File: config.mk
export PLATFORM = sky130hd
export DESIGN_NAME = led_pattern_gen
export DESIGN_NICKNAME = d
export VERILOG_FILES = /design/src/rtl/led_pattern_gen_pkg.sv /design/src/rtl/led_chan.sv /design/src/rtl/led_pattern_gen.sv
export SDC_FILE = /design/constraint.sdc
export NUM_CORES = 1
export LEC_CHECK = 0
export ABC_AREA = 0
export BUFFER_PORTS_ARGS = -buffer_cell sky130_fd_sc_hd__clkbuf_2
export CAP_MARGIN = 20
export CORE_MARGIN = 2
export CORE_UTILIZATION = 45
export CTS_BUF_LIST = sky130_fd_sc_hd__clkbuf_4 sky130_fd_sc_hd__clkbuf_8
export DETAILED_ROUTE_END_ITERATION = 12
export PLACE_DENSITY = 0.66
export SLEW_MARGIN = 0
export SYNTH_ARGS = -nofsm -noshare
export SYNTH_HDL_FRONTEND = slang
export SYNTH_SLANG_ARGS = --single-unit
File: constraint.sdc
create_clock -name SYSCLK -period 7.5 [get_ports SYSCLK]
set_clock_uncertainty 0.1 [all_clocks]
set_input_delay 1.5 -clock SYSCLK [delete_from_list [all_inputs] [get_ports SYSCLK]]
set_output_delay 1.5 -clock SYSCLK [all_outputs]
set_load 0.02 [all_outputs]
File: src/rtl/led_pattern_gen_pkg.sv
// Shared LED mode encodings and small helpers for the LED blink-pattern generator.
package led_pattern_gen_pkg;

    typedef enum logic [2:0] {
        LED_MODE_OFF   = 3'd0,
        LED_MODE_ON    = 3'd1,
        LED_MODE_1HZ   = 3'd2,
        LED_MODE_2HZ   = 3'd3,
        LED_MODE_4HZ   = 3'd4,
        LED_MODE_BURST = 3'd5,
        LED_MODE_SLOW  = 3'd6,
        LED_MODE_RSVD  = 3'd7
    } led_mode_e;

    localparam int PH_W = 6;

    // A programmed period of zero is treated as one tick.
    function automatic logic [4:0] period_floor(input logic [4:0] period);
        logic [4:0] res;
        if (period == 5'd0) begin
            res = 5'd1;
        end else begin
            res = period;
        end
        return res;
    endfunction

endpackage

File: src/rtl/led_chan.sv
// One LED channel: stored mode, 6-bit phase counter and registered LED drive.
module led_chan
    import led_pattern_gen_pkg::*;
#(
    parameter bit ACTIVE_LOW = 1'b0
)(
    input  logic       SYSCLK,
    input  logic       RESET,
    input  logic       SYNC,
    input  logic       TICK,
    input  logic [2:0] MODE,
    input  logic [3:0] BURST_CNT,
    input  logic [4:0] PERIOD,
    output logic       LED
);

    led_mode_e         mode_s;
    led_mode_e         ms_r;
    logic [PH_W-1:0]   ph_r;
    logic              led_r;
    logic [PH_W-1:0]   len_s;
    logic [PH_W-1:0]   ph_nxt_s;
    logic [PH_W-1:0]   per_s;
    logic [PH_W-1:0]   burst_span_s;
    logic              lit_s;

    assign mode_s = led_mode_e'(MODE);

    // Cycle length and lit condition of the stored mode at the current phase
    always_comb begin
        per_s        = {1'b0, period_floor(PERIOD)};
        burst_span_s = {1'b0, BURST_CNT, 1'b0};
        len_s        = 6'd1;
        lit_s        = 1'b0;
        case (ms_r)
            LED_MODE_OFF: begin
                len_s = 6'd1;
                lit_s = 1'b0;
            end
            LED_MODE_ON: begin
                len_s = 6'd1;
                lit_s = 1'b1;
            end
            LED_MODE_1HZ: begin
                len_s = 6'd8;
                lit_s = (ph_r < 6'd4);
            end
            LED_MODE_2HZ: begin
                len_s = 6'd4;
                lit_s = (ph_r < 6'd2);
            end
            LED_MODE_4HZ: begin
                len_s = 6'd2;
                lit_s = (ph_r == 6'd0);
            end
            LED_MODE_BURST: begin
                len_s = (per_s > burst_span_s) ? per_s : burst_span_s;
                lit_s = (ph_r < burst_span_s) && !ph_r[0];
            end
            LED_MODE_SLOW: begin
                len_s = {per_s[4:0], 1'b0};
                lit_s = (ph_r < per_s);
            end
            default: begin
                len_s = 6'd1;
                lit_s = 1'b0;
            end
        endcase
    end

    // Phase advance; >= also wraps a phase stranded by a live length shrink
    always_comb begin
        if (ph_r >= (len_s - 6'd1)) begin
            ph_nxt_s = 6'd0;
        end else begin
            ph_nxt_s = ph_r + 6'd1;
        end
    end

    // Stored mode, phase and registered LED drive
    always_ff @(posedge SYSCLK) begin
        if (RESET) begin
            ms_r  <= LED_MODE_OFF;
            ph_r  <= 6'd0;
            led_r <= ACTIVE_LOW;
        end else begin
            ms_r  <= mode_s;
            led_r <= lit_s ^ ACTIVE_LOW;
            if (SYNC || (mode_s != ms_r)) begin
                ph_r <= 6'd0;
            end else if (TICK) begin
                ph_r <= ph_nxt_s;
            end else begin
                ph_r <= ph_r;
            end
        end
    end

    assign LED = led_r;

endmodule

File: src/rtl/led_pattern_gen.sv
// Multi-channel LED blink-pattern generator: shared 1/8 s prescaler plus
// N_CH independent pattern channels that SYNC can re-phase together.
module led_pattern_gen
    import led_pattern_gen_pkg::*;
#(
    parameter int CLK_FRQ    = 10_500_000,
    parameter int N_CH       = 4,
    parameter bit ACTIVE_LOW = 1'b0
)(
    input  logic                SYSCLK,
    input  logic                RESET,
    input  logic                SYNC,
    input  logic [3*N_CH-1:0]   MODE,
    input  logic [4*N_CH-1:0]   BURST_CNT,
    input  logic [5*N_CH-1:0]   PERIOD,
    output logic                TICK_8HZ,
    output logic [N_CH-1:0]     LED_O
);

    localparam int               TICK_DIV = CLK_FRQ / 8;
    localparam int               PRE_W    = $clog2(TICK_DIV + 1);
    localparam logic [PRE_W-1:0] PRE_LAST = PRE_W'(TICK_DIV - 1);

    logic [PRE_W-1:0] pre_r;
    logic             tick_s;

    assign tick_s   = (pre_r == PRE_LAST);
    assign TICK_8HZ = tick_s;

    // Shared prescaler; SYNC re-phases it together with every channel
    always_ff @(posedge SYSCLK) begin
        if (RESET || SYNC) begin
            pre_r <= PRE_W'(1'b0);
        end else if (tick_s) begin
            pre_r <= PRE_W'(1'b0);
        end else begin
            pre_r <= pre_r + PRE_W'(1'b1);
        end
    end

    for (genvar c = 0; c < N_CH; c++) begin : g_chan
        led_chan #(
            .ACTIVE_LOW (ACTIVE_LOW)
        ) u_chan (
            .SYSCLK    (SYSCLK),
            .RESET     (RESET),
            .SYNC      (SYNC),
            .TICK      (tick_s),
            .MODE      (MODE[3*c +: 3]),
            .BURST_CNT (BURST_CNT[4*c +: 4]),
            .PERIOD    (PERIOD[5*c +: 5]),
            .LED       (LED_O[c])
        );
    end

endmodule
Word-level counts from Yosys, hierarchy flattened
Cells that the tools add are included.
{"block": "totals", "regBits": 61, "inputBits": 51, "elab_cells": 121}
{"block": "op_classes", "n_addsub": 9, "n_lt_le_gt_ge": 24, "n_eq_ne": 29, "mux": 20, "n_reduce_logical": 26}
{"cell": "$pmux 6 s5", "n": 4}
{"cell": "$lt 6x5->1", "n": 8}
{"cell": "$mux 5", "n": 8}
{"cell": "$eq 3x3->1 const B", "n": 12}
{"cell": "$add 6x1->6 const B", "n": 4}
{"cell": "$eq 3x2->1 const B", "n": 8}
{"cell": "$ge 6x6->1", "n": 4}
{"cell": "$logic_not 6->1", "n": 4}
{"cell": "$lt 6x2->1 const B", "n": 4}
{"cell": "$lt 6x3->1 const B", "n": 4}
{"cell": "$mux 6", "n": 4}
{"cell": "$pmux 1 s6", "n": 4}
{"cell": "$sub 6x1->6 const B", "n": 4}
{"cell": "$add 21x1->21 const B", "n": 1}
{"cell": "$eq 21x21->1 const B", "n": 1}
{"cell": "$gt 5x5->1", "n": 4}
{"cell": "$logic_not 5->1", "n": 4}
{"cell": "$eq 3x1->1 const B", "n": 4}
{"cell": "$ne 3x3->1", "n": 4}
{"cell": "$reduce_or 2->1", "n": 5}
{"cell": "$logic_or 1x1->1", "n": 5}
{"cell": "$logic_and 1x1->1", "n": 4}
{"cell": "$logic_not 1->1", "n": 4}

Depth between registers and ports, before layout
Gate-level depths: netlist of the first run.
{"block": "depth", "word_depth": 8, "ltp_mapped": 19}

By module
From an unflattened synthesis of the first run, not the netlist that was laid out.
{"block": "hier_totals", "cells_unflattened": 657, "hier_area_um2": 5487.8}
{"module": "led_chan", "instances": 4, "cells_per_inst": 137, "area_each_um2": 1133.6, "seq_area_each_um2": 200.2}
{"module": "led_pattern_gen", "instances": 1, "cells_per_inst": 109, "area_each_um2": 953.4, "seq_area_each_um2": 420.4}

Worst setup path after synthesis of the first run
OpenSTA, ideal clock, no wires.
{"block": "synth_path", "kind": "in2reg", "start": "in PERIOD[16]", "end": "reg g_chan[3].u_chan.ph_r[1]", "setup_time_ns": 0.073, "arrival_time_ns": 4.457, "required_time_ns": 7.327, "path_slack_ns": 2.870, "path_stages": 18, "path_buffers": 1, "path_cell_list": "inv_1 > ha_1 > maj3_1 > o21ai_2 > and2_4 > buf_6 > mux2i_1 > nor2_1 > a21oi_1 > ha_1 > ha_1 > a21o_1 > a21o_1 > a21o_1 > a21o_1 > a21oi_1 > o21ai_0 > a21oi_1"}
{"block": "synth_via", "elab_chain_cells": 8}
{"element": "start: declaration", "line_no": "led_pattern_gen.sv:15", "text": "input logic [5*N_CH-1:0] PERIOD,"}
{"element": "$logic_not 5->1", "line_no": "led_pattern_gen_pkg.sv:20", "text": "if (period == 5'd0) begin"}
{"element": "$mux 5 (*)", "line_no": "led_pattern_gen_pkg.sv:20"}
{"element": "$gt 5x5->1", "line_no": "led_chan.sv:57", "text": "len_s = (per_s > burst_span_s) ? per_s : burst_span_s;"}
{"element": "$mux 5", "line_no": "led_chan.sv:57"}
{"element": "$pmux 6 s5 (*)", "line_no": "led_chan.sv:35", "text": "case (ms_r)"}
{"element": "$sub 6x1->6 (*)", "line_no": "led_chan.sv:73", "text": "if (ph_r >= (len_s - 6'd1)) begin"}
{"element": "$ge 6x6->1 (*)", "line_no": "led_chan.sv:73"}
{"element": "$mux 6 (*)", "line_no": "led_chan.sv:73"}
{"element": "end signal: assignment", "line_no": "led_chan.sv:92", "text": "ph_r <= ph_nxt_s;"}
{"element": "end signal: assignment", "line_no": "led_chan.sv:94", "text": "ph_r <= ph_r;"}
{"element": "end: declaration", "line_no": "led_chan.sv:19", "text": "logic [PH_W-1:0] ph_r;"}
Every way passes the cells marked *; elsewhere a longest branch is shown, timed or not.
A chain may end at the register's enable or synchronous reset.

Final worst setup path of the first run
{"block": "layout_path", "start": "in PERIOD[11]", "end": "reg g_chan[2].u_chan.ph_r[1]"}
{"block": "layout_via", "elab_chain_cells": 8}
{"element": "$logic_not 5->1", "line_no": "led_pattern_gen_pkg.sv:20"}
{"element": "$mux 5 (*)", "line_no": "led_pattern_gen_pkg.sv:20"}
{"element": "$gt 5x5->1", "line_no": "led_chan.sv:57"}
{"element": "$mux 5", "line_no": "led_chan.sv:57"}
{"element": "$pmux 6 s5 (*)", "line_no": "led_chan.sv:35"}
{"element": "$sub 6x1->6 (*)", "line_no": "led_chan.sv:73"}
{"element": "$ge 6x6->1 (*)", "line_no": "led_chan.sv:73"}
{"element": "$mux 6 (*)", "line_no": "led_chan.sv:73"}
{"element": "end signal: assignment", "line_no": "led_chan.sv:92"}
{"element": "end signal: assignment", "line_no": "led_chan.sv:94"}
{"element": "end: declaration", "line_no": "led_chan.sv:19"}
Marks and branches as above.

==> results.sh, run 1 <==
export IMPL_die_h_um=112
export IMPL_area_growth_syn_to_layout_pct=10.9
export IMPL_critPathMostFrequentCell="sky130_fd_sc_hd__a21o_1"
export IMPL_post_syn_area_per_cell_sq_um=8.18
export IMPL_tns_ns=0
export IMPL_finalSetupViolCount=0
export IMPL_maxcap_violations=0
export IMPL_cellLeakagePower_nw=2.59
export IMPL_syn_inst=642
export IMPL_post_route_worst_setup_slack_ns=2.78
export IMPL_grt_ovfl_total=0
export IMPL_routed_wire_length_per_instance_um=14.4
export IMPL_detail_route_drc_violations=0
export IMPL_p_sw_share_pct=28.3
export IMPL_synth_warning_count=0
export IMPL_outcome="finished, final reports clean"
export IMPL_die_width_um=112
export IMPL_worstPathMaxFanout=6
export IMPL_insertedDiodeCount=0
export IMPL_number_of_register_bits_inferred_by_synthesis=61
export IMPL_min_delay_path_class="reg -> reg"
export IMPL_dp_hpwl_um=9320
export IMPL_slew_at_the_pin_with_the_worst_max_slew_slack_ns=0.772
export IMPL_timing_final_hold_violations=0
export IMPL_syn_area_sq_um=5250
export IMPL_clock_power_share_pct=38.0
export IMPL_setup_worst_path_end_class="flip-flop"
export IMPL_power_net_switching_w=0.000232
export IMPL_max_clock_freq_mhz=212
export IMPL_total_cell_area_at_the_placement_stage_sq_um=5610
export IMPL_place_port_buffers=55
export IMPL_antenna_found_initial=0
export IMPL_grt_start_max_net_pins=22
export IMPL_worstSetupStartpointType="input port"
export IMPL_mostFrequentLayoutCells="sky130_fd_sc_hd__ha_1, sky130_fd_sc_hd__dfxtp_1, sky130_fd_sc_hd__clkbuf_2"
export IMPL_layout_min_cycle_time_ns=4.72
export IMPL_vias_in_the_first_global_route=4488
export IMPL_drt_pass1_iterations=4
export IMPL_core_area_sq_um=11400
export IMPL_cts_sinks=61
export IMPL_postLayoutCellArea_sq_um=5820
export IMPL_clock_path_buffers=2
export IMPL_routed_wl_um=12000
export IMPL_peakVddDrop_mv=0.132
export IMPL_grt_total_usage_pct=19.8
export IMPL_postSynthNetCount=769
export IMPL_post_cts_setup_buffer_count=0
export IMPL_power_density_nw_per_um2=141
export IMPL_yosysUniqueCellTypes=58
export IMPL_clk_latency_ns=0.35
export IMPL_unrepaired_setup_endpoints_after_global_routing="false"
export IMPL_part_of_the_power_in_registers_pct=41.1
export IMPL_cts_buffers_inserted=9
export IMPL_cp_arrival_ns=4.89
export IMPL_final_min_period_over_clock_period_pct=63.0
export IMPL_synth_yosys_seq_area_share_pct=23.3
export IMPL_crit_path_max_incr_delay_ns=0.34
export IMPL_cell_internal_pwr_w=0.000589
export IMPL_rows=39
export IMPL_cts_hold_fix_buffers=0
export IMPL_cts_htree_levels=3
export IMPL_cts_root_buf="sky130_fd_sc_hd__clkbuf_8"
export IMPL_critical_path_required_ns=7.67
export IMPL_cp_cell_sequence="clkbuf_2, inv_1, ha_1, a21boi_0, o211ai_1, a32oi_2, mux2i_1, a2bb2oi_1, ha_1, ha_1, a21o_1, a21o_1, a21o_1, a21o_1, a21oi_1, o21ai_0, a21oi_1"
export IMPL_commonest_non_fill_non_tap_cell_in_the_layout="sky130_fd_sc_hd__ha_1"
export IMPL_worst_setup_path_type="in -> reg"
export IMPL_ys_async_sr_fraction_pct=0
export IMPL_post_cts_resized_instances=0
export IMPL_grt_first_pass_wirelength_um=20600
export IMPL_relSlewSlack_pct=48.5
export IMPL_pre_cts_slack_ns=2.44
export IMPL_share_comb_of_total_power_pct=20.8
export IMPL_gp_congestion=0.921
export IMPL_boundaryPins=56
export IMPL_floorplan_initialDensity_pct=46.0
export IMPL_die_area_sq_um=12500
export IMPL_postRouteAntennaNets=0
export IMPL_clkSlewWorstSetupHoldPaths_ns=0.07
export IMPL_finalMaxSlewViolations=0
export IMPL_dr_total_vias=4595
export IMPL_initialDrtViolationCount=326
export IMPL_layout_drive_gt1_share_pct=12.6
export IMPL_number_of_synthesized_flops_with_an_enable_pin=0
export IMPL_fin_nets=815
export IMPL_worst_path_max_delay_cell="sky130_fd_sc_hd__a32oi_2"
export IMPL_detail_route_vias_per_cell=5.50
export IMPL_synth_ff_type="sky130_fd_sc_hd__dfxtp_1"
export IMPL_cts_tree="yes"
export IMPL_power_total_w=0.000821
==> cells by family after synthesis <==
group,after synthesis,synth area share [%]
buf+inv,69,5.41
fa+ha+maj,79,18.7
compound gates,142,18.5
xor+xnor,66,11.0
simple gates,211,20.4
flops,61,23.3
mux,14,2.67
==> cell usage after synthesis (10+ instances only) <==
| cell | number | share of area (%) |
|---|---|---|
| sky130_fd_sc_hd__mux2i_1 | 14 | 2.7 |
| sky130_fd_sc_hd__nor2_1 | 52 | 3.7 |
| sky130_fd_sc_hd__inv_1 | 47 | 3.4 |
| sky130_fd_sc_hd__dfxtp_1 | 61 | 23 |
| sky130_fd_sc_hd__o21a_1 | 19 | 2.7 |
| sky130_fd_sc_hd__or3_1 | 10 | 1.2 |
| sky130_fd_sc_hd__nand4_1 | 11 | 1.3 |
| sky130_fd_sc_hd__a21oi_1 | 32 | 3.1 |
| sky130_fd_sc_hd__nor4_1 | 12 | 1.4 |
| sky130_fd_sc_hd__nand3_1 | 20 | 1.9 |
| sky130_fd_sc_hd__nor2b_1 | 18 | 2.1 |
| sky130_fd_sc_hd__a21o_1 | 17 | 2.4 |
| sky130_fd_sc_hd__xnor2_1 | 22 | 3.7 |
| sky130_fd_sc_hd__xor2_1 | 44 | 7.3 |
| sky130_fd_sc_hd__clkbuf_1 | 14 | 1.0 |
| sky130_fd_sc_hd__nand2_1 | 52 | 3.7 |
| sky130_fd_sc_hd__ha_1 | 76 | 18 |
| sky130_fd_sc_hd__o21ai_0 | 34 | 3.2 |
==> final timing paths <==
kind,start,to,slack [ns],cells after the start
max,PERIOD[11],g_chan[2].u_chan.ph_r[1],2.78,17
min,pre_r[0],pre_r[0],0.37,1
max reg2reg,g_chan[3].u_chan.ms_r[1],g_chan[3].u_chan.ph_r[0],4.26,12
min reg2reg,pre_r[0],pre_r[0],0.37,1
==> power by group through the flow <==
stage	combinational [W]	sequential (W)	clock, W
after floorplan	0.000131	0.000340	0
after global routing	0.000193	0.000339	0.000334
final	0.000171	0.000338	0.000312
after detailed placement	0.000170	0.000345	0
after global placement	0.000164	0.000345	0
after CTS	0.000171	0.000338	0.000323
==> through the flow <==
stage / hold slack, ns / std cells / util [%]
after CTS: 0.374 / 836 / 51.0
final: 0.367 / 836 / 51.0
after global placement: 0.346 / 820 / 49.2
after floorplan: 0.330 / 642 / -
after global routing: 0.390 / 836 / 51.0
after detailed placement: 0.360 / 820 / 49.2
==> worst max-delay path, delay by kind of cell <==
kind / cells / cell delay, ns
AOI/OAI and AO/OA: 11 / 2.18
adders and majority gates: 3 / 0.78
buffers and inverters: 2 / 0.20
muxes: 1 / 0.24
==> sequential cells by signal, summed over array words and instances, names as in the netlist <==
signal              count
g_chan.u_chan.ph_r     24
g_chan.u_chan.LED       4
g_chan.u_chan.ms_r     12
pre_r                  21
==> routing by layer <==
layer	up-vias	GRT usage, %	routed length, um
li1	2359	-	-
met1	2135	24.8	5500
met2	91	33.9	5910
met3	10	4.37	520
met4	0	6.42	89
met5	-	0	0
==> cell type report <==
class	instances	area (sq um)
inverters	48	180
flip-flops and latches	61	1220
repair buffers	56	283
fillers	1115	5600
clock inverters	4	45.0
clock buffers	12	165
well taps	143	179
multi-input cells	512	3750
Note: power is estimated with default switching activity, not from simulation.
==> run 2: changes to the inputs <==
clock period = 4.9 ns   (was 7.5 ns; I/O delays follow)
==> results.sh, run 2 (synthesis gave the netlist of run 1 again) <==
export IMPL_outcome="finished, final reports clean"
export IMPL_final_min_period_over_clock_period_pct=86.2
export IMPL_cts_tree="yes"
export IMPL_peakVddDrop_mv=0.151
export IMPL_vias_in_the_first_global_route=4378
export IMPL_timing_final_hold_violations=0
export IMPL_cp_arrival_ns=4.39
export IMPL_worstPathMaxFanout=6
export IMPL_worst_setup_path_type="in -> reg"
export IMPL_postRouteAntennaNets=0
export IMPL_place_port_buffers=55
export IMPL_clkSlewWorstSetupHoldPaths_ns=0.06
export IMPL_grt_first_pass_wirelength_um=20100
export IMPL_detail_route_drc_violations=0
export IMPL_cts_sinks=61
export IMPL_worstSetupStartpointType="input port"
export IMPL_core_area_sq_um=11400
export IMPL_fillerInstances=1107
export IMPL_boundaryPins=56
export IMPL_critical_path_required_ns=5.07
export IMPL_routed_wl_um=12000
export IMPL_antenna_found_initial=0
export IMPL_rows=39
export IMPL_crit_reg_reg_startpoint="g_chan[3].u_chan.ms_r[1]"
export IMPL_cts_hold_fix_buffers=0
export IMPL_detail_route_vias_per_cell=5.52
export IMPL_hold_slack_ns=0.370
export IMPL_slew_at_the_pin_with_the_worst_max_slew_slack_ns=0.818
export IMPL_largest_registers="g_chan.u_chan.ph_r x24, pre_r x21, g_chan.u_chan.ms_r x12"
export IMPL_hp_start="pre_r[0]"
export IMPL_grt_total_usage_pct=19.3
export IMPL_grt_start_max_net_pins=22
export IMPL_register_name_with_the_most_flops="g_chan.u_chan.ph_r"
export IMPL_cts_buffers_inserted=9
export IMPL_total_cell_area_at_the_placement_stage_sq_um=5610
export IMPL_die_width_um=112
export IMPL_max_clock_freq_mhz=237
export IMPL_largest_reg_flops=24
export IMPL_finalSetupViolCount=0
export IMPL_post_cts_resized_instances=0
export IMPL_die_area_sq_um=12500
export IMPL_tns_ns=0
export IMPL_area_growth_syn_to_layout_pct=10.7
export IMPL_utilization_of_the_core_after_routing_pct=50.9
export IMPL_post_cts_setup_buffer_count=0
export IMPL_commonest_non_fill_non_tap_cell_in_the_layout="sky130_fd_sc_hd__ha_1"
export IMPL_finalMaxSlewViolations=0
export IMPL_setup_worst_path_end_class="flip-flop"
export IMPL_dp_hpwl_um=9350
export IMPL_layout_min_cycle_time_ns=4.22
export IMPL_grt_ovfl_total=0
export IMPL_layout_drive_gt1_share_pct=12.4
export IMPL_maxcap_violations=0
export IMPL_initialDrtViolationCount=316
export IMPL_dr_total_vias=4606
export IMPL_routed_wire_length_per_instance_um=14.4
export IMPL_postLayoutCellArea_sq_um=5810
export IMPL_cts_htree_levels=3
export IMPL_cellLeakagePower_nw=2.58
export IMPL_insertedDiodeCount=0
export IMPL_gp_congestion=0.921
export IMPL_floorplan_initialDensity_pct=46.0
export IMPL_fin_nets=815
export IMPL_area_sequential_sq_um=1220
export IMPL_die_h_um=112
export IMPL_power_density_nw_per_um2=211
export IMPL_multi_input_combinational_cell_area_sq_um=3750
export IMPL_drt_pass1_iterations=6
export IMPL_clk_latency_ns=0.35
export IMPL_cts_root_buf="sky130_fd_sc_hd__clkbuf_8"
export IMPL_unrepaired_setup_endpoints_after_global_routing="false"
export IMPL_clock_path_buffers=2
export IMPL_mostFrequentLayoutCells="sky130_fd_sc_hd__ha_1, sky130_fd_sc_hd__dfxtp_1, sky130_fd_sc_hd__clkbuf_2"
export IMPL_worst_setup_path_startpoint="PERIOD[1]"
export IMPL_min_delay_path_class="reg -> reg"
export IMPL_relSlewSlack_pct=45.5
-- run 2: final timing paths --
path,end,slack [ns],cells past startpoint
hold / removal,pre_r[0],0.37,1
setup reg to reg,g_chan[3].u_chan.ph_r[2],1.62,12
hold reg to reg,pre_r[0],0.37,1
setup / recovery,g_chan[0].u_chan.ph_r[5],0.68,17
-- run 2: final cells by class --
cell class / count / area share (%)
Sequential cell: 61 / 21.0
Timing Repair Buffer: 56 / 4.86
Tap cell: 143 / 3.08
Multi-Input combinational cell: 512 / 64.5
Clock buffer: 15 / 3.44
Inverter: 48 / 3.10
-- run 2: routing by layer --
metal / share of wire (%) / global-route usage, % / up-vias
li1: - / - / 2346
met1: 46 / 24.4 / 2120
met2: 48 / 33.3 / 119
met3: 4.1 / 3.89 / 21
met4: 1.8 / 5.69 / 0
met5: 0 / 0 / -
-- run 2: where the power goes --
group          internal (W)  switching (W)  total, W
sequential         0.000505      0.0000124  0.000517
combinational      0.000122       0.000139  0.000261
clock              0.000256       0.000194  0.000450
-- run 2: worst max-delay path: stages --
cell                       delay, ns
sky130_fd_sc_hd__clkbuf_2       0.11
sky130_fd_sc_hd__inv_1          0.09
sky130_fd_sc_hd__ha_1           0.19
sky130_fd_sc_hd__maj3_1         0.35
sky130_fd_sc_hd__o21a_1         0.22
sky130_fd_sc_hd__a31oi_4        0.24
sky130_fd_sc_hd__mux2i_1        0.27
sky130_fd_sc_hd__o21a_1         0.15
sky130_fd_sc_hd__ha_1           0.23
sky130_fd_sc_hd__ha_1           0.28
sky130_fd_sc_hd__a21o_1         0.16
sky130_fd_sc_hd__a21o_1         0.17
sky130_fd_sc_hd__a21o_1         0.17
sky130_fd_sc_hd__a21o_1         0.17
sky130_fd_sc_hd__a21oi_1        0.18
sky130_fd_sc_hd__o21ai_0        0.25
sky130_fd_sc_hd__a21oi_1        0.20
-- run 2: per-stage QoR --
step                cells  power, W  setup slack, ns
finish                835   0.00123            0.677
global route          835   0.00130            0.410
CTS                   835   0.00125            0.689
detailed placement    820  0.000787            0.351
global placement      820  0.000778            0.411
floorplan             642  0.000721            0.790
